==> config.mk <==
export PLATFORM = sky130hd
export DESIGN_NAME = uart_cmd_sequencer
export DESIGN_NICKNAME = d
export VERILOG_FILES = /design/src/rtl/uart_cmd_sequencer.sv
export SDC_FILE = /design/constraint.sdc
export NUM_CORES = 1
export LEC_CHECK = 0
export ABC_AREA = 1
export BUFFER_PORTS_ARGS = -buffer_cell sky130_fd_sc_hd__clkbuf_2
export CAP_MARGIN = 20
export CORE_ASPECT_RATIO = 1.1
export CORE_MARGIN = 1.5
export CORE_UTILIZATION = 59
export CTS_CLUSTER_DIAMETER = 200
export DETAILED_ROUTE_END_ITERATION = 10
export PLACE_DENSITY = 0.85
export SYNTH_ARGS = -nofsm -noshare
export SYNTH_HDL_FRONTEND = slang
export SYNTH_SLANG_ARGS = --single-unit
==> constraint.sdc <==
create_clock -name i_clk -period 5.8 [get_ports i_clk]
set_clock_uncertainty 0.15 [all_clocks]
set_input_delay 1.16 -clock i_clk [delete_from_list [all_inputs] [get_ports i_clk]]
set_output_delay 1.16 -clock i_clk [all_outputs]
set_load 0.01 [all_outputs]
==> src/rtl/uart_cmd_sequencer.sv <==
// rtl/uart_cmd_sequencer.sv - UART byte command sequencer for an 8x8 config register file
// Optional WAIT_DATA abort timer enabled by UART_CMD_TIMEOUT_EN.
module uart_cmd_sequencer #(
  parameter logic [3:0]  CMD_TAG        = 4'hA,
  parameter logic [63:0] REG_RESET      = 64'h0,
  parameter int          TIMEOUT_CYCLES = 100000
) (
  input  logic        i_clk,
  input  logic        i_nrst,
  input  logic [7:0]  i_rx_data,
  input  logic        i_rx_data_valid,
  input  logic        i_tx_busy,
  output logic [7:0]  o_tx_data,
  output logic        o_tx_data_valid,
  output logic [63:0] o_regs,
  output logic [7:0]  o_wr_strobe,
  output logic        o_cmd_error,
  output logic        o_rx_overrun
);

  typedef enum logic [2:0] {IDLE, DECODE, WAIT_DATA, WAIT_TX, SEND} state_t;

  state_t      state, state_nxt;
  logic [7:0]  cmd;
  logic [63:0] regs_q;
  logic [7:0]  tx_data_q;
  logic [7:0]  wr_strobe_q;
  logic        overrun_q;
  logic        tmo_err_q;
  logic        timeout_hit;
  logic [2:0]  addr;
  logic        tag_ok;

  assign addr   = cmd[3:1];
  assign tag_ok = (cmd[7:4] == CMD_TAG);

`ifdef UART_CMD_TIMEOUT_EN
  localparam int CW = $clog2(TIMEOUT_CYCLES + 1);
  logic [CW-1:0] tmo_cnt;

  assign timeout_hit = (tmo_cnt == CW'(TIMEOUT_CYCLES - 1));

  always_ff @(posedge i_clk or negedge i_nrst) begin
    if (!i_nrst) begin
      tmo_cnt   <= '0;
      tmo_err_q <= 1'b0;
    end else begin
      if (state == DECODE)
        tmo_cnt <= '0;
      else if (state == WAIT_DATA)
        tmo_cnt <= tmo_cnt + 1'b1;
      // an arriving byte in the final cycle wins over the abort
      tmo_err_q <= (state == WAIT_DATA) && !i_rx_data_valid && timeout_hit;
    end
  end
`else
  assign timeout_hit = 1'b0;
  assign tmo_err_q   = 1'b0;
`endif

  always_comb begin
    state_nxt = state;
    case (state)
      IDLE:      if (i_rx_data_valid) state_nxt = DECODE;
      DECODE: begin
        if (!tag_ok)     state_nxt = IDLE;
        else if (cmd[0]) state_nxt = WAIT_DATA;
        else             state_nxt = WAIT_TX;
      end
      WAIT_DATA: if (i_rx_data_valid || timeout_hit) state_nxt = IDLE;
      WAIT_TX:   if (!i_tx_busy) state_nxt = SEND;
      SEND:      state_nxt = IDLE;
      default:   state_nxt = IDLE;
    endcase
  end

  always_ff @(posedge i_clk or negedge i_nrst) begin
    if (!i_nrst) begin
      state       <= IDLE;
      cmd         <= 8'h00;
      regs_q      <= REG_RESET;
      tx_data_q   <= 8'h00;
      wr_strobe_q <= 8'h00;
      overrun_q   <= 1'b0;
    end else begin
      state       <= state_nxt;
      wr_strobe_q <= 8'h00;
      overrun_q   <= i_rx_data_valid &&
                     (state == DECODE || state == WAIT_TX || state == SEND);
      if (state == IDLE && i_rx_data_valid)
        cmd <= i_rx_data;
      // read data is captured at DECODE so it reflects the register at that moment
      if (state == DECODE && tag_ok && !cmd[0])
        tx_data_q <= regs_q[{addr, 3'b000} +: 8];
      if (state == WAIT_DATA && i_rx_data_valid) begin
        regs_q[{addr, 3'b000} +: 8] <= i_rx_data;
        wr_strobe_q                 <= 8'b1 << addr;
      end
    end
  end

  assign o_tx_data       = tx_data_q;
  assign o_tx_data_valid = (state == SEND);
  assign o_regs          = regs_q;
  assign o_wr_strobe     = wr_strobe_q;
  assign o_cmd_error     = ((state == DECODE) && !tag_ok) || tmo_err_q;
  assign o_rx_overrun    = overrun_q;

endmodule

==> run summary <==
The tools report the post-layout net count as 740. During synthesis, Yosys emitted a total of 0 warnings. Across all setup checks in the final design, the least slack found is 2.28 ns. After the first detailed-routing iteration, the DRC count stood at 496. Adding up every negative setup slack in the final design gives 0 ns.

The core area came out at 7560 µm². The root buffer cell was sky130_fd_sc_hd__clkbuf_8. Relative to the synthesized area, the layout overhead comes to 15.7%. The clock-pin slew on the worst setup and hold paths was 0.09 ns; the routed length per placed instance was 16.4 µm.

For the number of global-route vias before repair, the log shows 4126. The area enclosed by the die boundary was 8440 µm². Setup repair after global routing left no endpoint under its margin.

The largest single stage delay on the critical path is 0.76 ns. The cell family contributing the most delay on the critical path is simple AND/OR/NAND/NOR gates. The final-report hold violation count came out at 0.

The final critical-path share of the clock period is 0.606. After detailed routing, the number of vias per cell comes to 5.59. Wires add up to 13.6 mm. The tools report the worst endpoint required time as 5.91 ns.

The die height was 96.2 µm. The launching point of the worst reg2reg path is cmd[2]$_DFFE_PN0P_. After detailed placement, the design holds a cell count of 815. The synthesized design spends more area on one cell type than any other, namely sky130_fd_sc_hd__dfrtp_1. The final hold slack is 0.339 ns. The run gives 21.2 mm as the wire length of the first global-routing pass. For this block, the via count after detailed routing is 4644. Worst slew margin relative to its limit: 0.480.

Static timing analysis puts the maximum clock frequency at 0.284 GHz. A synthesized cell averages 7.33 µm². By area the synthesized netlist is led by sky130_fd_sc_hd__dfrtp_1 49%, sky130_fd_sc_hd__nand2_1 20%, sky130_fd_sc_hd__nand3_1 13%.

The number of distinct standard cells referenced by the synthesized netlist was 20. The area share of the largest cell type after synthesis works out to 0.494. Path type of the worst setup path: flop to flop. Tracing the worst setup path back leads to its startpoint at cmd[2]$_DFFE_PN0P_.

The slew at the pin closest to its max-slew limit came out at 0.776 ns. The leading cell type in the layout, fill and taps excluded was sky130_fd_sc_hd__nand2_1. TritonCTS built the clock tree. Kind of path behind the tightest hold check: flop to flop. The logs give 0 for the number of buffers inserted by post-CTS setup repair and 4660 µm² for the total standard cell area after synthesis. Counting the fill cells in the layout gives 667. After synthesis the netlist holds a flip-flop and latch count of 92.

The logs give 0.37 ns for the clock insertion delay at the later pin of the skew report and 654 for the post-synth net total. The category of the worst setup path capture point is a flop. For this run, the detailed router's first-pass iteration total came to 6.

Walking the worst path, the cells encountered are inv_2, ha_1, ha_1, inv_2, nor2_4, nand3_1, nand2_1, nand2_1. Setup violations remaining at the end of the flow were counted as 0. The logs give 0 for the initial antenna violation count and 0.231 mV for the peak ir drop on the vdd network. The tools report the number of antenna repair diodes as 0. The worst slack at placement was 2.36 ns. The number of max-cap violations is 0, and the cell leakage power is 0.00309 µW. The number of non-filler instances in the completed layout came out at 831.

The flow ran to the end, and the final reports show no timing, DRC or antenna violations. Cell with the largest stage delay on the worst path: sky130_fd_sc_hd__dfrtp_1. Port buffering added 94 buffers. Startpoint type of the worst setup path: a flop. Together, buffers and inverters on the worst path number 2.

After detailed routing, the number of remaining DRC violations is 0. Entering global routing, the biggest net connects 48 pins. The tools report the number of buffers on the longest clock path as 2. For the final HPWL from detailed placement, the log shows 10.0 mm. Number of core rows: 33. The tools report the starting density of the core as 0.616.

The total clock buffers created by CTS is 9. The tools report the overall global routing resource usage as 0.339. The die outline width is 87.7 µm, and the count of mapped cells out of synthesis is 635. In this run the count of I/O pins placed on the die edge is 95. The startpoint identified for the worst hold timing path is cmd[4]$_DFFE_PN0P_. The logs give 3.63 ns for the critical path arrival and 0 for the count of nets left with antenna violations after detail routing.

The register area share after synthesis was 0.494; the power per cell area was 403 nW/µm². The fraction of final layout cells sized beyond drive strength 1 is 0.175. The worst path in the final design needs a cycle of 3.52 ns, including I/O delays and setup. Leaving out fill and tap cells, the most frequent cells in the layout are 247 x sky130_fd_sc_hd__nand2_1, 122 x sky130_fd_sc_hd__nand3_1, 93 x sky130_fd_sc_hd__clkbuf_2, 92 x sky130_fd_sc_hd__dfrtp_1, 76 x sky130_fd_sc_hd__inv_1. The number of gates resized after CTS came out at 0. The number of max-slew violations in the final report was 0; the total grt overflow was 0. CTS saw 92 sinks. For the sequential cell area in the final layout, the log shows 2300 µm².

Area used by multi-input combinational logic: 1950 µm². In this run, post-CTS hold repair placed 0 buffers. In this run the worst path has a maximum fanout of 36. The run gives 0.713 as the share of the core filled with cells. For the H-tree depth, the log shows 3. At the end of routability-driven placement, the weighted congestion stood at 0.965.
layer usage:
layer | wire length, µm | up-vias | track usage
li1 | - | 2149 | -
met1 | 5660 | 2185 | 0.461
met2 | 6350 | 271 | 0.534
met3 | 1190 | 39 | 0.0549
met4 | 395 | 0 | 0.155
met5 | 0 | - | 0
synth_stat cells:
cell type / instances
sky130_fd_sc_hd__nor3_2: 5
sky130_fd_sc_hd__a31oi_1: 1
sky130_fd_sc_hd__inv_2: 4
sky130_fd_sc_hd__inv_1: 76
sky130_fd_sc_hd__a21oi_1: 1
sky130_fd_sc_hd__ha_1: 7
sky130_fd_sc_hd__nor2_2: 2
sky130_fd_sc_hd__nor2_1: 30
sky130_fd_sc_hd__nor3_1: 10
sky130_fd_sc_hd__nand3_2: 2
sky130_fd_sc_hd__nor2_4: 1
sky130_fd_sc_hd__buf_2: 12
sky130_fd_sc_hd__nand4_1: 1
sky130_fd_sc_hd__o21ai_0: 10
sky130_fd_sc_hd__clkinv_1: 2
sky130_fd_sc_hd__nand3_1: 122
sky130_fd_sc_hd__buf_1: 2
sky130_fd_sc_hd__clkbuf_1: 8
sky130_fd_sc_hd__dfrtp_1: 92
sky130_fd_sc_hd__nand2_1: 247
worst paths after layout:
check                                              end  slack [ns]  cells past startpoint
min in group asynchronous         state[1]$_DFFE_PN0P_        0.61                      1
worst max register to register  o_regs[39]$_DFFE_PN0P_        2.28                      8
worst max-delay path            o_regs[39]$_DFFE_PN0P_        2.28                      8
max in group asynchronous           cmd[2]$_DFFE_PN0P_        3.91                      2
worst min-delay path                cmd[4]$_DFFE_PN0P_        0.34                      2
worst min register to register      cmd[4]$_DFFE_PN0P_        0.34                      2
registers in the layout (all words and copies together) (netlist names):
signal and cells:
o_regs 64, state 3, o_wr_strobe 8, cmd 8, o_tx_data 8, o_rx_overrun 1
cell type report:
cell class | instances | area share
inverters | 82 | 0.0571
multi-input cells | 439 | 0.362
well taps | 105 | 0.0244
repair buffers | 97 | 0.0920
clock inverters | 6 | 0.0118
clock buffers | 10 | 0.0255
flip-flops and latches | 92 | 0.427
cell families after synthesis:
family	after synthesis	synth area share
AO/OA/AOI/OAI	12	0.0132
adder cells (fa/ha/maj)	7	0.0188
buffers and inverters	104	0.0871
flip-flops	92	0.494
AND/OR/NAND/NOR	420	0.387
worst reg2reg max path: stages (launching register included):
cell,delay [ns]
sky130_fd_sc_hd__dfrtp_1,0.76
sky130_fd_sc_hd__inv_2,0.30
sky130_fd_sc_hd__ha_1,0.31
sky130_fd_sc_hd__ha_1,0.45
sky130_fd_sc_hd__inv_2,0.11
sky130_fd_sc_hd__nor2_4,0.63
sky130_fd_sc_hd__nand3_1,0.47
sky130_fd_sc_hd__nand2_1,0.16
sky130_fd_sc_hd__nand2_1,0.08
report_power, final:
group	switching (µW)	internal, µW
clock network	230	210
registers	94.6	725
logic	661	250
total	985	1190
stage by stage:
step	area (µm²)	total power [µW]
floorplan	4660	1470
global placement	5190	1700
finish	5390	2170
CTS	5390	2150
detailed placement	5190	1720
global route	5390	2300
Note: power is estimated with default switching activity, not from simulation.
